[src/rtl/noc_pkg.sv]
// Shared mesh-router constants: port indices, default field widths and the
// input-port FSM encoding.
package noc_pkg;

    localparam int RESOURCE = 0;
    localparam int WEST     = 1;
    localparam int EAST     = 2;
    localparam int NORTH    = 3;
    localparam int SOUTH    = 4;
    localparam int OUTPUTS  = 5;

    localparam int OUTPUT_N_W      = 3;
    localparam int PACKET_ADDR_X_W = 4;
    localparam int PACKET_ADDR_Y_W = 4;
    localparam int PAYLOAD_W       = 8;
    localparam int FLIT_W          = PAYLOAD_W + PACKET_ADDR_Y_W + PACKET_ADDR_X_W;

    // Flit layout {y_addr, x_addr, payload}, payload at the LSBs.
    localparam int PAYLOAD_LSB = 0;
    localparam int X_LSB       = PAYLOAD_W;
    localparam int Y_LSB       = PAYLOAD_W + PACKET_ADDR_X_W;

    typedef enum logic {
        IDLE = 1'b0,
        REQ  = 1'b1
    } port_state_e;

endpackage

[src/rtl/xy_input_port_if.sv]
// Upstream flit handshake, router lookup and arbiter request bundle of one
// router input port.
interface xy_input_port_if #(
    parameter int PACKET_ADDR_X_W = noc_pkg::PACKET_ADDR_X_W,
    parameter int PACKET_ADDR_Y_W = noc_pkg::PACKET_ADDR_Y_W,
    parameter int FLIT_W          = noc_pkg::FLIT_W,
    parameter int OUTPUT_N_W      = noc_pkg::OUTPUT_N_W,
    parameter int OUTPUTS         = noc_pkg::OUTPUTS
);
    logic [FLIT_W-1:0]          data_i;
    logic                       valid_i;
    logic                       ready_o;
    logic [PACKET_ADDR_X_W-1:0] x_addr_o;
    logic [PACKET_ADDR_Y_W-1:0] y_addr_o;
    logic [OUTPUT_N_W-1:0]      route_sel_i;
    logic [OUTPUTS-1:0]         req_o;
    logic                       grant_i;
    logic [FLIT_W-1:0]          data_o;
    logic                       route_err_o;

    modport slave (
        input  data_i, valid_i, route_sel_i, grant_i,
        output ready_o, x_addr_o, y_addr_o, req_o, data_o, route_err_o
    );

    modport master (
        output data_i, valid_i, route_sel_i, grant_i,
        input  ready_o, x_addr_o, y_addr_o, req_o, data_o, route_err_o
    );
endinterface

[src/rtl/flit_fifo.sv]
// Synchronous flit FIFO with registered occupancy count; head is the
// entry at the read pointer.
module flit_fifo #(
    parameter int FLIT_W     = 16,
    parameter int FIFO_DEPTH = 4
) (
    input  logic              clk_i,
    input  logic              rst_ni,
    input  logic              push_i,
    input  logic [FLIT_W-1:0] data_i,
    input  logic              pop_i,
    output logic [FLIT_W-1:0] head_o,
    output logic              full_o,
    output logic              empty_o
);
    localparam int PTR_W = $clog2(FIFO_DEPTH);

    logic [FLIT_W-1:0] mem [FIFO_DEPTH];
    logic [PTR_W-1:0]  wr_ptr, rd_ptr;
    logic [PTR_W:0]    count;
    logic              do_push, do_pop;

    assign full_o  = (count == (PTR_W+1)'(FIFO_DEPTH));
    assign empty_o = (count == '0);
    assign do_push = push_i && !full_o;
    assign do_pop  = pop_i && !empty_o;
    assign head_o  = mem[rd_ptr];

    // Depth is a power of two, so the pointers wrap by plain overflow.
    always_ff @(posedge clk_i or negedge rst_ni) begin
        if (!rst_ni) begin
            wr_ptr <= '0;
            rd_ptr <= '0;
            count  <= '0;
        end else begin
            if (do_push) wr_ptr <= wr_ptr + PTR_W'(1);
            if (do_pop)  rd_ptr <= rd_ptr + PTR_W'(1);
            if (do_push && !do_pop)      count <= count + (PTR_W+1)'(1);
            else if (do_pop && !do_push) count <= count - (PTR_W+1)'(1);
        end
    end

    always_ff @(posedge clk_i) begin
        if (do_push) mem[wr_ptr] <= data_i;
    end

endmodule

[src/rtl/xy_input_port.sv]
// Router input port: buffers flits, latches the xy_router decision, requests
// the routed output and pops on grant; illegal routes are dropped with a pulse.
module xy_input_port #(
    parameter int PACKET_ADDR_X_W = noc_pkg::PACKET_ADDR_X_W,
    parameter int PACKET_ADDR_Y_W = noc_pkg::PACKET_ADDR_Y_W,
    parameter int PAYLOAD_W       = noc_pkg::PAYLOAD_W,
    parameter int FLIT_W          = PAYLOAD_W + PACKET_ADDR_Y_W + PACKET_ADDR_X_W,
    parameter int FIFO_DEPTH      = 4,
    parameter int OUTPUT_N_W      = noc_pkg::OUTPUT_N_W,
    parameter int OUTPUTS         = noc_pkg::OUTPUTS
) (
    input logic          clk_i,
    input logic          rst_ni,
    xy_input_port_if.slave port
);
    import noc_pkg::*;

    localparam int X_OFS = PAYLOAD_W;
    localparam int Y_OFS = PAYLOAD_W + PACKET_ADDR_X_W;

    port_state_e           state_q, state_d;
    logic [OUTPUT_N_W-1:0] route_q, route_d;
    logic [FLIT_W-1:0]     head;
    logic                  full, empty, push, pop, drop, err_q, init_q, sel_ok;

    // init_q keeps ready_o low until the first edge after reset release.
    assign port.ready_o     = init_q && !full;
    assign push             = port.valid_i && port.ready_o;
    assign port.data_o      = empty ? '0 : head;
    assign port.x_addr_o    = port.data_o[X_OFS +: PACKET_ADDR_X_W];
    assign port.y_addr_o    = port.data_o[Y_OFS +: PACKET_ADDR_Y_W];
    assign port.req_o       = (state_q == REQ) ? (OUTPUTS'(1) << route_q) : '0;
    assign port.route_err_o = err_q;
    assign sel_ok           = (port.route_sel_i < OUTPUT_N_W'(OUTPUTS));

    flit_fifo #(
        .FLIT_W     (FLIT_W),
        .FIFO_DEPTH (FIFO_DEPTH)
    ) u_fifo (
        .clk_i   (clk_i),
        .rst_ni  (rst_ni),
        .push_i  (push),
        .data_i  (port.data_i),
        .pop_i   (pop),
        .head_o  (head),
        .full_o  (full),
        .empty_o (empty)
    );

    always_comb begin
        state_d = state_q;
        route_d = route_q;
        pop     = 1'b0;
        drop    = 1'b0;
        if (state_q == IDLE) begin
            if (!empty) begin
                if (sel_ok) begin
                    route_d = port.route_sel_i;
                    state_d = REQ;
                end else begin
                    drop = 1'b1;
                    pop  = 1'b1;
                end
            end
        end else if (port.grant_i) begin
            pop     = 1'b1;
            state_d = IDLE;
        end
    end

    always_ff @(posedge clk_i or negedge rst_ni) begin
        if (!rst_ni) begin
            state_q <= IDLE;
            route_q <= '0;
            err_q   <= 1'b0;
            init_q  <= 1'b0;
        end else begin
            state_q <= state_d;
            route_q <= route_d;
            err_q   <= drop;
            init_q  <= 1'b1;
        end
    end

endmodule

[src/flat_wrapper.sv]
// flat-port wrapper written by rule: the top's interface ports become plain ports
module xy_input_port_flat import noc_pkg::*;
#(
    parameter int PACKET_ADDR_X_W = noc_pkg::PACKET_ADDR_X_W,
    parameter int PACKET_ADDR_Y_W = noc_pkg::PACKET_ADDR_Y_W,
    parameter int PAYLOAD_W       = noc_pkg::PAYLOAD_W,
    parameter int FLIT_W          = PAYLOAD_W + PACKET_ADDR_Y_W + PACKET_ADDR_X_W,
    parameter int FIFO_DEPTH      = 4,
    parameter int OUTPUT_N_W      = noc_pkg::OUTPUT_N_W,
    parameter int OUTPUTS         = noc_pkg::OUTPUTS
)
  (clk_i, rst_ni, port_data_i, port_valid_i, port_route_sel_i, port_grant_i, port_ready_o, port_x_addr_o, port_y_addr_o, port_req_o, port_data_o, port_route_err_o);
  xy_input_port_if #(.PACKET_ADDR_X_W(PACKET_ADDR_X_W), .PACKET_ADDR_Y_W(PACKET_ADDR_Y_W), .FLIT_W(FLIT_W), .OUTPUT_N_W(OUTPUT_N_W), .OUTPUTS(OUTPUTS)) port_i ();
  input logic clk_i;
  input logic rst_ni;
  input wire logic [$bits(port_i.data_i)-1:0] port_data_i;
  input wire logic [$bits(port_i.valid_i)-1:0] port_valid_i;
  input wire logic [$bits(port_i.route_sel_i)-1:0] port_route_sel_i;
  input wire logic [$bits(port_i.grant_i)-1:0] port_grant_i;
  output wire logic [$bits(port_i.ready_o)-1:0] port_ready_o;
  output wire logic [$bits(port_i.x_addr_o)-1:0] port_x_addr_o;
  output wire logic [$bits(port_i.y_addr_o)-1:0] port_y_addr_o;
  output wire logic [$bits(port_i.req_o)-1:0] port_req_o;
  output wire logic [$bits(port_i.data_o)-1:0] port_data_o;
  output wire logic [$bits(port_i.route_err_o)-1:0] port_route_err_o;
  assign port_i.data_i = port_data_i;
  assign port_i.valid_i = port_valid_i;
  assign port_i.route_sel_i = port_route_sel_i;
  assign port_i.grant_i = port_grant_i;
  assign port_ready_o = port_i.ready_o;
  assign port_x_addr_o = port_i.x_addr_o;
  assign port_y_addr_o = port_i.y_addr_o;
  assign port_req_o = port_i.req_o;
  assign port_data_o = port_i.data_o;
  assign port_route_err_o = port_i.route_err_o;
  xy_input_port #(.PACKET_ADDR_X_W(PACKET_ADDR_X_W), .PACKET_ADDR_Y_W(PACKET_ADDR_Y_W), .PAYLOAD_W(PAYLOAD_W), .FLIT_W(FLIT_W), .FIFO_DEPTH(FIFO_DEPTH), .OUTPUT_N_W(OUTPUT_N_W), .OUTPUTS(OUTPUTS)) u_core (.clk_i(clk_i), .rst_ni(rst_ni), .port(port_i));
endmodule
[config.mk]
export PLATFORM = sky130hd
export DESIGN_NAME = xy_input_port_flat
export DESIGN_NICKNAME = d
export VERILOG_FILES = /design/src/rtl/noc_pkg.sv /design/src/rtl/xy_input_port_if.sv /design/src/rtl/flit_fifo.sv /design/src/rtl/xy_input_port.sv /design/src/flat_wrapper.sv
export SDC_FILE = /design/constraint.sdc
export NUM_CORES = 1
export LEC_CHECK = 0
export ABC_AREA = 1
export ABC_CLOCK_PERIOD_IN_PS = 3900
export CAP_MARGIN = 15
export CORE_MARGIN = 1
export CORE_UTILIZATION = 48
export DETAILED_ROUTE_END_ITERATION = 12
export HOLD_SLACK_MARGIN = 0.06
export PLACE_DENSITY_LB_ADDON = 0.15
export SETUP_SLACK_MARGIN = 0.5
export SLEW_MARGIN = 20
export SYNTH_ARGS = -nofsm -noshare
export SYNTH_HDL_FRONTEND = slang
export SYNTH_SLANG_ARGS = --single-unit
[constraint.sdc]
create_clock -name clk_i -period 3.9 [get_ports clk_i]
set_input_delay 0.78 -clock clk_i [delete_from_list [all_inputs] [get_ports clk_i]]
set_output_delay 0.78 -clock clk_i [all_outputs]
set_load 0.05 [all_outputs]
# Word level (Yosys, flattened, before mapping)
# Memories as Yosys holds them, arrays and structs flattened.
# Cells that the tools add are included.
# totals
mem_bits_ro	0
mem_bits_rw	64
ff_bits	13
out_inout_bits	31
in_bits	23
latch_bits	0
memories	1
elab_cells	45
# classes
n_div	0
shifts	1
addsub	4
n_mux	15
bitwise_logic	2
eq_ne	1
reduce_logical	13
magnitude_cmp	1
n_mul	0
# mem_list
name	depth	width	read_ports	rd_clocked_by_memory_dff	wr	line	text
u_core.u_fifo.mem	4	16	1	0	1	flit_fifo.sv:18	logic [FLIT_W-1:0] mem [FIFO_DEPTH];
# ops
cell	count
$mux W16	1
$mux W1	11
$logic_and A1 B1 Y1	6
$mux W3	2
$mux W5	1
$shl A1 B3 Y5 const A	1
$add A2 B1 Y2 const B	2
$logic_not A1 Y1	4
$add A3 B1 Y3 const B	1
$eq A3 B3 Y1 const B	1
$logic_not A3 Y1	1
$lt A3 B3 Y1 const B	1
$reduce_and A3 Y1	1
$sub A3 B1 Y3 const B	1
$not A1 Y1	2
$reduce_bool A2 Y1	1

# Depth between registers and ports, before layout
# Gate-level depths: netlist (run 1).
# depth
depth_word	9
mapped_depth	10

# Cells and area by module
# A second synthesis (run 1) with hierarchy kept.
# hier_totals
hier_cells	328
area_unflattened_um2	3530.9
# modules_own_cells
module	area_per_inst_um2	seq_area_each_um2	instances	cells_per_inst
flit_fifo	3022.9	2097.0	1	248
xy_input_port	508.0	150.1	1	80

# Worst setup path after synthesis (run 1)
# No wires, ideal clock.
# synth_timing
kind	flip-flop to output port
startpoint	register u_core.u_fifo.rd_ptr[1]
endpoint	output port_x_addr_o[1]
path_stages_with_launch	7
slack_ps	1135
required_time_ps	3120
arrival_ps	1985
n_path_buf	3
cell_sequence	dfrtp_1 buf_6 buf_2 nor2_1 o21ai_0 a21oi_1 buf_4
# synth_between
elab_chain_len	2
# synth_lines
item	line	text
start, declared	flit_fifo.sv:19	logic [PTR_W-1:0] wr_ptr, rd_ptr;
start signal, assigned	flit_fifo.sv:37	if (do_pop) rd_ptr <= rd_ptr + PTR_W'(1);
$mem_v2 Z4 W16	n/a	
$mux W16	xy_input_port.sv:29	assign port.data_o = empty ? '0 : head;
end, declared	flat_wrapper.sv:21	output wire logic [$bits(port_i.x_addr_o)-1:0] port_x_addr_o;
# Every way passes these cells.

# Final worst setup path (run 1)
# layout_timing
startpoint	register u_core.u_fifo.rd_ptr[0]
endpoint	output port_data_o[2]
# layout_between
elab_chain_len	2
# layout_lines
item	line	text
$mem_v2 Z4 W16	n/a	
$mux W16	xy_input_port.sv:29	
end, declared	flat_wrapper.sv:24	output wire logic [$bits(port_i.data_o)-1:0] port_data_o;
# Every way passes these cells.

==> flow_summary_export.csv, run 1 <==
group,metric,value,unit
synth,syn_area,3314,um^2
placed_design,place.gp.congestion,0.6986,
run,maxCapViolations,0,
status,status,"complete, no violations",
clocking,clk_path_buf_depth,2,
detailed_routing,vias,2111,
setup_path,cp_common_cell,"nor2_1",
synth,seq_area_frac_synth,67.80,%
floorplanning,die-width,85.10,um
worst_hold_path,hold_path.class,"reg2reg",
floorplanning,pin_count,54,
synth,synth_nets,314,
synth,synthMuxAreaShare,0,%
finish,diodes,0,
synth,avgSynthCellArea,11.63,um^2
synth,synthSimpleGateAreaFrac,11.93,%
detailed_routing,drc,0,
floorplanning,dieArea,7241,um^2
grt,grt_pass1_wl,10.19,mm
synth,synth_area_leader_cell,"edfxtp_1",
worst_hold_path,min_path_cells,2,
sta,min_period,3.220,ns
sta,slew_violations,0,
setup_path,criticalPathCategory,"reg2out",
setup_path,crit_slowest_cell,"clkdlybuf4s50_1",
clocking,clk_pin_slew,0.07,ns
synth,synthAdderAreaFrac,2.492,%
clocking,htreeDepth,3,
synth,yosys_register_bits,77,
grt,track_usage,19.14,%
floorplanning,initial_core_util,51.03,%
synth,ys_types,24,
setup_path,crit_required,3.12,ns
setup_path,critPathMaxFanout,13,
finish,area_growth,21.33,%
detailed_routing,drtPass1Iterations,4,
clocking,insertion_delay,0.34,ns
synth,ys_warn_count,0,
sta,finalSetupTns,0,ns
finish,drive_gt1_share,6.745,%
sta,maxSlewHeadroom,58.49,%
synth,syn_inst,285,
floorplanning,core,6495,um^2
setup_path,cp.arrival,2.44,ns
sta,fmax,310.6,MHz
synth,synth_area_leaders,"edfxtp_1, dfrtp_1, nor2_1",
setup_path,rr_worst_depth,9,
detailed_routing,vias_per_cell,5.050,
finish,fill_cells,520,
clocking,cts_buffers,9,
synth,synth_compound_area_share,9.173,%
synth,synth_top_family_by_area,"simple AND/OR/NAND/NOR gates",
detailed_routing,drt-wirelength-per-cell,14.90,um
clocking,cts_tree,"yes",
detailed_routing,routed_wl,6.227,mm
grt,antenna_found_initial,0,
sta,finalClockSkew,0.005970,ns
setup_path,crit_path_start_kind,"flop",
setup_path,r2r_slack,1.37,ns
grt,grt_max_degree,34,
worst_hold_path,hold_start,"u_core.route_q[2]$_DFFE_PN0P_",
sta,hold_viol_final,0,
finish,fin_nets,366,
detailed_routing,drtIter0Drc,127,
synth,synthXorXnorAreaFrac,1.057,%
setup_path,worstReg2RegEnd,"u_core.u_fifo.count[2]$_DFFE_PN0P_",
synth,synth_top_area_share,57.98,%
floorplanning,die_h,85.10,um
setup_path,critical_path.cell_chain,"buf_4, nor2_1, nor2_1, o21ai_1, a21oi_1, clkdlybuf4s50_1",
sta,rsz0062_at_grt,"no",
placed_design,numPortBuffers,53,
sta,min_period_over_period,82.56,%
clocking,cts_root_buf,"clkbuf_8",
sta,worst_pin_slew,0.6207,ns
detailed_routing,ant_nets,0,
sta,setup_viol,0,
setup_path,crit_path_end_kind,"output port",
floorplanning,rows,29,
grt,grt_pass1_vias,2057,
setup_path,r2r-start,"u_core.u_fifo.count[0]$_DFFE_PN0P_",
placed_design,dp_hpwl,3.919,mm
clocking,cts.sinks,77,
worst_hold_path,holdPathEnd,"u_core.route_q[2]$_DFFE_PN0P_",
clocking,post-cts-setup-buffers,0,
setup_path,critPathMaxStageDelay,0.83,ns
grt,grt_overflow,0,
==> Yosys cell counts (all sizes together) <==
| master | number |
|---|---|
| nor3 | 6 |
| nand2 | 16 |
| xnor2 | 2 |
| buf | 18 |
| conb | 1 |
| nand3 | 3 |
| ha | 5 |
| and2 | 1 |
| xor2 | 2 |
| dfrtp | 13 |
| inv | 20 |
| o21ai | 38 |
| fa | 1 |
| nor2 | 73 |
| o21bai | 1 |
| clkbuf | 2 |
| edfxtp | 64 |
| a21oi | 19 |
==> layout by cell type, fill, tap and decap left out, drive strengths merged <==
master,count
dlymetal6s2s,14
dlygate4sd2,2
inv,20
edfxtp,64
clkinv,4
xnor2,2
o21ai,38
clkbuf,11
fa,1
and2,1
nor3,6
ha,5
conb,1
nor2,73
o21bai,1
nand3,3
a21oi,19
nand2,16
clkdlybuf4s50,37
dfrtp,13
xor2,2
buf,8
==> timing repair <==
item                                    in CTS  in global routing
hold buffers                                 0                  0
pin swaps                                    0                  0
hold endpoints to repair                     0                  0
endpoints found under the setup margin       7                 14
resized for setup                            3                 14
==> layout make-up <==
| class | instances | area [um^2] | area share [%] |
|---|---|---|---|
| flip-flops and latches | 77 | 2247 | 55.88 |
| clock buffers | 11 | 131.4 | 3.267 |
| well taps | 77 | 96.34 | 2.396 |
| clock inverters | 4 | 16.27 | 0.4045 |
| multi-input cells | 168 | 827.0 | 20.57 |
| inverters | 20 | 80.08 | 1.991 |
| repair buffers | 61 | 623.1 | 15.49 |
==> critical path: cells and delay by family (launching register included) <==
family | cells | cell delay, ns
simple gates | 2 | 0.14
compound gates | 2 | 0.26
buf+inv | 2 | 1.10
flops | 1 | 0.59
==> through the flow <==
step | utilization (%) | hold slack, ns | worst slack (ns) | std cells | area, um^2
floorplan | - | 0.4530 | 1.135 | 285 | 3314
global placement | 59.04 | 0.4745 | 0.8726 | 403 | 3835
detailed placement | 59.04 | 0.4773 | 0.8731 | 403 | 3835
CTS | 61.38 | 0.4948 | 0.5163 | 418 | 3986
global route | 61.91 | 0.5150 | 0.5058 | 418 | 4021
finish | 61.91 | 0.4903 | 0.6801 | 418 | 4021
==> how the worst max path moves through the flow <==
stage                                                   start                to  slack (ns)  depth (start not counted)
after floorplan           u_core.u_fifo.rd_ptr[1]$_DFFE_PN0P_  port_x_addr_o[1]        1.13                          6
after global placement     u_core.u_fifo.count[0]$_DFFE_PN0P_  port_x_addr_o[0]        0.87                          4
after detailed placement   u_core.u_fifo.count[0]$_DFFE_PN0P_  port_x_addr_o[0]        0.87                          4
after CTS                 u_core.u_fifo.rd_ptr[0]$_DFFE_PN0P_   port_data_o[15]        0.52                          6
after global routing      u_core.u_fifo.rd_ptr[0]$_DFFE_PN0P_    port_data_o[2]        0.51                          6
final                     u_core.u_fifo.rd_ptr[0]$_DFFE_PN0P_    port_data_o[2]        0.68                          6
==> flip-flops by register name, indices dropped and copies added, names as in the netlist <==
name / cells
u_core.u_fifo.rd_ptr: 2
u_core.route_q: 3
u_core.port.route_err_o: 1
u_core.u_fifo.count: 3
u_core.u_fifo.wr_ptr: 2
u_core.init_q: 1
u_core.u_fifo.mem: 64
u_core.state_q: 1
==> routing by layer <==
metal	share of wire, %	GRT usage [%]	vias to the layer above	routed length, um
met1	45	25.10	990	2799
met2	49	30.87	55	3061
met5	0	0	-	0
met3	4.4	4.280	8	273
li1	-	-	1058	-
met4	1.5	8.320	0	92
==> logic make-up after synthesis <==
kind of cell	after synthesis
and+or+nand+nor	99
DFF	77
AOI/OAI and AO/OA	58
buffers and inverters	40
adders and majority gates	6
xor gates and xnor gates	4
other	1
Power of run 1 is left out: the tool's default activity adds up to more than one toggle a clock period on the data nets, which glitch-free logic cannot reach.
==> inputs of run 2 (changes only) <==
--- a/config.mk
+++ b/config.mk
@@ -6,7 +6,7 @@
 export NUM_CORES = 1
 export LEC_CHECK = 0
 export ABC_AREA = 1
-export ABC_CLOCK_PERIOD_IN_PS = 3900
+export ABC_CLOCK_PERIOD_IN_PS = 3000
 export CAP_MARGIN = 15
 export CORE_MARGIN = 1
 export CORE_UTILIZATION = 48
==> constraint.sdc (replaced) <==
create_clock -name clk_i -period 3 [get_ports clk_i]
set_input_delay 0.6 -clock clk_i [delete_from_list [all_inputs] [get_ports clk_i]]
set_output_delay 0.6 -clock clk_i [all_outputs]
set_load 0.05 [all_outputs]
==> flow_summary_export.csv, run 2 (same netlist as run 1, synthesis figures left out) <==
group,metric,value,unit
status,status,"complete, no violations",
sta,hold_viol_final,0,
finish,final_cell_mix,"nor2_1, edfxtp_1, buf_4",
finish,top_register,"u_core.u_fifo.mem",
finish,fill_cells,528,
clocking,cts.sinks,77,
floorplanning,die-width,85.10,um
detailed_routing,vias,2156,
detailed_routing,drc,0,
setup_path,crit_required,2.40,ns
detailed_routing,drtIter0Drc,126,
setup_path,r2r-start,"u_core.u_fifo.count[0]$_DFFE_PN0P_",
clocking,clk_path_buf_depth,2,
finish,largest_reg_flops,64,
placed_design,numPortBuffers,53,
sta,setup_viol,0,
clocking,htreeDepth,3,
setup_path,critPathMaxFanout,16,
floorplanning,pin_count,54,
floorplanning,initial_core_util,51.03,%
finish,area_growth,21.03,%
worst_hold_path,min_path_cells,2,
grt,antenna_found_initial,0,
setup_path,rr_worst_depth,9,
grt,grt_overflow,0,
worst_hold_path,holdPathEnd,"u_core.route_q[2]$_DFFE_PN0P_",
sta,min_period_over_period,77.84,%
clocking,cts_tree,"yes",
setup_path,r2r_slack,0.86,ns
grt,grt_pass1_wl,10.16,mm
sta,finalClockSkew,0.006824,ns
grt,grt_pass1_vias,2114,
sta,maxSlewHeadroom,61.24,%
finish,drive_gt1_share,17.54,%
finish,diodes,0,
detailed_routing,ant_nets,0,
run,maxCapViolations,0,
setup_path,criticalPathCategory,"reg2out",
worst_hold_path,hold_start,"u_core.route_q[2]$_DFFE_PN0P_",
clocking,insertion_delay,0.34,ns
setup_path,cp.arrival,1.74,ns
floorplanning,dieArea,7241,um^2
setup_path,worstReg2RegEnd,"u_core.u_fifo.count[2]$_DFFE_PN0P_",
grt,grt_max_degree,34,
clocking,ctsHoldBuffers,0,
clocking,cts_buffers,9,
detailed_routing,routed_wl,6.213,mm
sta,worst_pin_slew,0.5795,ns
sta,rsz0062_at_grt,"no",
sta,min_period,2.335,ns
finish,layout_commonest_cell,"nor2_1",
sta,fmax,428.2,MHz
finish,fin_nets,368,
setup_path,crit_path_end_kind,"output port",
floorplanning,rows,29,
clocking,clk_pin_slew,0.07,ns
finish,top_regs,"u_core.u_fifo.mem x64, u_core.route_q x3, u_core.u_fifo.count x3",
detailed_routing,vias_per_cell,5.146,
grt,track_usage,19.07,%
placed_design,place.gp.congestion,0.7030,
setup_path,crit_path_start_kind,"flop",
sta,finalSetupTns,0,ns
sta,slew_violations,0,
detailed_routing,drtPass1Iterations,4,
clocking,cts_root_buf,"clkbuf_8",
detailed_routing,drt-wirelength-per-cell,14.83,um
placed_design,dp_hpwl,3.872,mm
floorplanning,core,6495,um^2
worst_hold_path,hold_path.class,"reg2reg",
floorplanning,die_h,85.10,um
## run 2: changes by cell type in the layout (fill, tap and decap cells not counted), moves of 8 or more
cell	delta
a21oi_1	-8
a21oi_2	+8
buf_4	+24
clkdlybuf4s50_1	-14
dlymetal6s2s_1	-9
## run 2: per-layer routing
| metal | share of wire, % | up-vias | global-route usage, % | routed length [um] |
|---|---|---|---|---|
| li1 | - | 1065 | - | - |
| met1 | 43 | 1017 | 24.36 | 2673 |
| met2 | 49 | 62 | 31.82 | 3063 |
| met3 | 5.9 | 12 | 3.599 | 366 |
| met4 | 1.8 | 0 | 8.629 | 110 |
| met5 | 0 | - | 0 | 0 |
## run 2: worst max path at each step
stage	from	to	slack [ns]
5_1_grt	u_core.u_fifo.rd_ptr[1]$_DFFE_PN0P_	port_y_addr_o[3]	0.50
6_report	u_core.u_fifo.rd_ptr[1]$_DFFE_PN0P_	port_data_o[2]	0.66
3_5_place_dp	port_route_sel_i[2]	u_core.u_fifo.count[1]$_DFFE_PN0P_	0.46
3_3_place_gp	port_route_sel_i[2]	u_core.u_fifo.count[1]$_DFFE_PN0P_	0.50
2_1_floorplan	u_core.u_fifo.rd_ptr[0]$_DFFE_PN0P_	port_y_addr_o[2]	0.73
4_1_cts	u_core.u_fifo.rd_ptr[0]$_DFFE_PN0P_	port_y_addr_o[3]	0.51
## run 2: stage by stage
step                      util, %  instance area [um^2]  setup slack [ns]  hold WS (ns)  instances
after floorplan                 -                  3344            0.7334        0.3044        285
after global placement      58.79                  3819            0.5008        0.4899        404
after detailed placement    58.79                  3819            0.4650        0.4872        404
after CTS                   61.41                  3989            0.5090        0.5034        418
after global routing        61.76                  4011            0.5030        0.5564        419
final                       61.76                  4011            0.6648        0.5003        419
## run 2: what timing repair did
| item | in CTS | in global routing |
|---|---|---|
| setup endpoints to repair | 6 | 24 |
| resized for setup | 2 | 7 |
| cloned | 0 | 0 |
| hold endpoints to repair | 0 | 0 |
| buffers inserted | 0 | 1 |
| pin swaps | 0 | 0 |
## run 2: layout make-up
type	instances	area [um^2]	area share, %
clock buffers	11	131.4	3.275
multi-input cells	168	857.1	21.37
clock inverters	3	38.79	0.9669
inverters	20	80.08	1.996
repair buffers	63	558.0	13.91
flip-flops and latches	77	2250	56.08
well taps	77	96.34	2.402
## run 2: critical path, cell delays in order (launching register included)
cell     delay [ns]
dfrtp_2        0.46
buf_6          0.20
inv_4          0.11
nor2_1         0.11
o21ai_1        0.06
a21oi_1        0.21
buf_4          0.24
Power of run 2 is left out for the same reason.
==> inputs of run 3 (changes only) <==
--- a/config.mk
+++ b/config.mk
@@ -6,7 +6,7 @@
 export NUM_CORES = 1
 export LEC_CHECK = 0
 export ABC_AREA = 1
-export ABC_CLOCK_PERIOD_IN_PS = 3000
+export ABC_CLOCK_PERIOD_IN_PS = 1900
 export CAP_MARGIN = 15
 export CORE_MARGIN = 1
 export CORE_UTILIZATION = 48
==> constraint.sdc (replaced) <==
create_clock -name clk_i -period 1.9 [get_ports clk_i]
set_input_delay 0.38 -clock clk_i [delete_from_list [all_inputs] [get_ports clk_i]]
set_output_delay 0.38 -clock clk_i [all_outputs]
set_load 0.05 [all_outputs]
==> flow_summary_export.csv, run 3 (same netlist as run 1, synthesis figures left out) <==
group,metric,value,unit
clocking,cts_buffers,9,
floorplanning,rows,29,
finish,largest_reg_flops,64,
sta,rsz0062_at_grt,"yes",
floorplanning,initial_core_util,51.03,%
clocking,insertion_delay,0.36,ns
finish,top_register,"u_core.u_fifo.mem",
sta,worst_hold_slack,0.3960,ns
detailed_routing,drc,0,
placed_design,place_inst,417,
setup_path,crit_start,"u_core.u_fifo.rd_ptr[0]$_DFFE_PN0P_",
setup_path,critPathMaxFanout,5,
setup_path,r2r_slack,0,ns
detailed_routing,drt-wirelength-per-cell,19.87,um
setup_path,rr_worst_depth,11,
finish,fin_nets,413,
detailed_routing,vias_per_cell,5.582,
setup_path,worstReg2RegEnd,"u_core.u_fifo.count[2]$_DFFE_PN0P_",
finish,layout_commonest_cell,"edfxtp_1",
placed_design,post-place-ws,-0.3536,ns
floorplanning,die-width,85.10,um
detailed_routing,ant_nets,0,
sta,hold_viol_final,0,
detailed_routing,drtIter0Drc,160,
status,failed_checks,"negative setup slack",
clocking,clk_path_buf_depth,2,
grt,grt_pass1_vias,2581,
floorplanning,core,6495,um^2
clocking,cts_root_buf,"clkbuf_8",
grt,antenna_found_initial,0,
grt,track_usage,24.82,%
sta,setup_ws,-0.2008,ns
sta,finalClockSkew,0.01104,ns
grt,grt_max_degree,18,
setup_path,crit_path_start_kind,"flop",
finish,final_cells,466,
detailed_routing,routed_wl,9.260,mm
setup_path,r2r-start,"u_core.u_fifo.count[2]$_DFFE_PN0P_",
sta,min_period,2.101,ns
clocking,cts.sinks,77,
clocking,cts_tree,"yes",
sta,min_period_over_period,110.6,%
placed_design,numPortBuffers,53,
clocking,clk_pin_slew,0.09,ns
status,status,"complete, but fails checks",
floorplanning,pin_count,54,
finish,drive_gt1_share,56.56,%
placed_design,place.gp.congestion,0.7881,
finish,diodes,0,
run,maxCapViolations,0,
setup_path,cp.arrival,1.72,ns
sta,maxSlewHeadroom,59.22,%
setup_path,crit_end,"port_data_o[7]",
setup_path,crit_path_end_kind,"output port",
finish,area_growth,63.23,%
detailed_routing,vias,2601,
floorplanning,dieArea,7241,um^2
sta,slew_violations,0,
setup_path,criticalPathCategory,"reg2out",
grt,grt_overflow,0,
clocking,htreeDepth,3,
setup_path,crit_required,1.52,ns
grt,grt_pass1_wl,12.92,mm
floorplanning,die_h,85.10,um
sta,worst_pin_slew,0.6098,ns
sta,setup_viol,25,
worst_hold_path,hold_path.class,"in2async",
finish,final_cell_mix,"edfxtp_1, buf_6, nor2_1",
sta,fmax,476.0,MHz
finish,top_regs,"u_core.u_fifo.mem x64, u_core.route_q x3, u_core.u_fifo.count x3",
detailed_routing,drtPass1Iterations,4,
placed_design,dp_hpwl,4.674,mm
[run 3: cell count changes in the layout (fill, tap and decap cells not counted), moves of 8 or more]
cell,previous run,this run
a21oi_1,11,2
buf_12,0,13
nor2_1,73,34
a21oi_4,0,15
o21ai_1,19,6
nor2_2,0,23
o21ai_0,19,2
nor2_4,0,16
buf_6,1,37
o21ai_2,0,30
buf_4,32,24
[run 3: layout make-up]
| cell class | count | area [um^2] |
|---|---|---|
| well taps | 77 | 96.34 |
| clock inverters | 7 | 105.1 |
| multi-input cells | 168 | 1433 |
| flip-flops and latches | 77 | 2253 |
| repair buffers | 107 | 1284 |
| clock buffers | 9 | 123.9 |
| fillers | 328 | 1085 |
| repair inverters | 1 | 16.27 |
| inverters | 20 | 98.84 |
[run 3: what timing repair did]
item | CTS | global route
hold buffers | 0 | 0
hold endpoints to repair | 0 | 0
gates cloned | 3 | 3
buffers inserted | 17 | 10
setup endpoints to repair | 101 | 100
resized for setup | 111 | 63
pin swaps | 18 | 40
[run 3: worst min path at each step]
stage | from | to | cells past startpoint | slack [ns]
after global routing | rst_ni | u_core.u_fifo.wr_ptr[0]$_DFFE_PN0P_ | 1 | 0.44
after floorplan | rst_ni | u_core.init_q$_DFF_PN0_ | 0 | 0.08
after global placement | u_core.route_q[2]$_DFFE_PN0P_ | u_core.route_q[2]$_DFFE_PN0P_ | 2 | 0.49
final | rst_ni | u_core.u_fifo.wr_ptr[0]$_DFFE_PN0P_ | 1 | 0.40
after CTS | rst_ni | u_core.u_fifo.wr_ptr[0]$_DFFE_PN0P_ | 1 | 0.41
after detailed placement | u_core.route_q[0]$_DFFE_PN0P_ | u_core.route_q[0]$_DFFE_PN0P_ | 2 | 0.51
[run 3: per-layer routing]
metal	part of all wire [%]	up-vias	track usage [%]
li1	-	1174	-
met1	37	1292	30.03
met2	55	112	42.82
met3	5.8	23	5.739
met4	2.6	0	10.63
met5	0	-	0
[run 3: stage by stage]
| step | utilization [%] | TNS (ns) | cell area (um^2) |
|---|---|---|---|
| final | 83.30 | -2.744 | 5410 |
| after global routing | 83.30 | -4.308 | 5410 |
| after CTS | 77.60 | -2.000 | 5040 |
| after detailed placement | 65.90 | -0.6524 | 4280 |
| after global placement | 65.90 | -0.5840 | 4280 |
| after floorplan | - | -0.2351 | 3638 |
[run 3: critical path, cell delays in order (launching register included)]
cell and delay, ns:
dfrtp_2 0.42, buf_6 0.14, buf_16 0.13, nor2_2 0.05, nor2_2 0.15, o21ai_2 0.11
a21oi_4 0.19, buf_8 0.17
Power of run 3 is left out for the same reason.
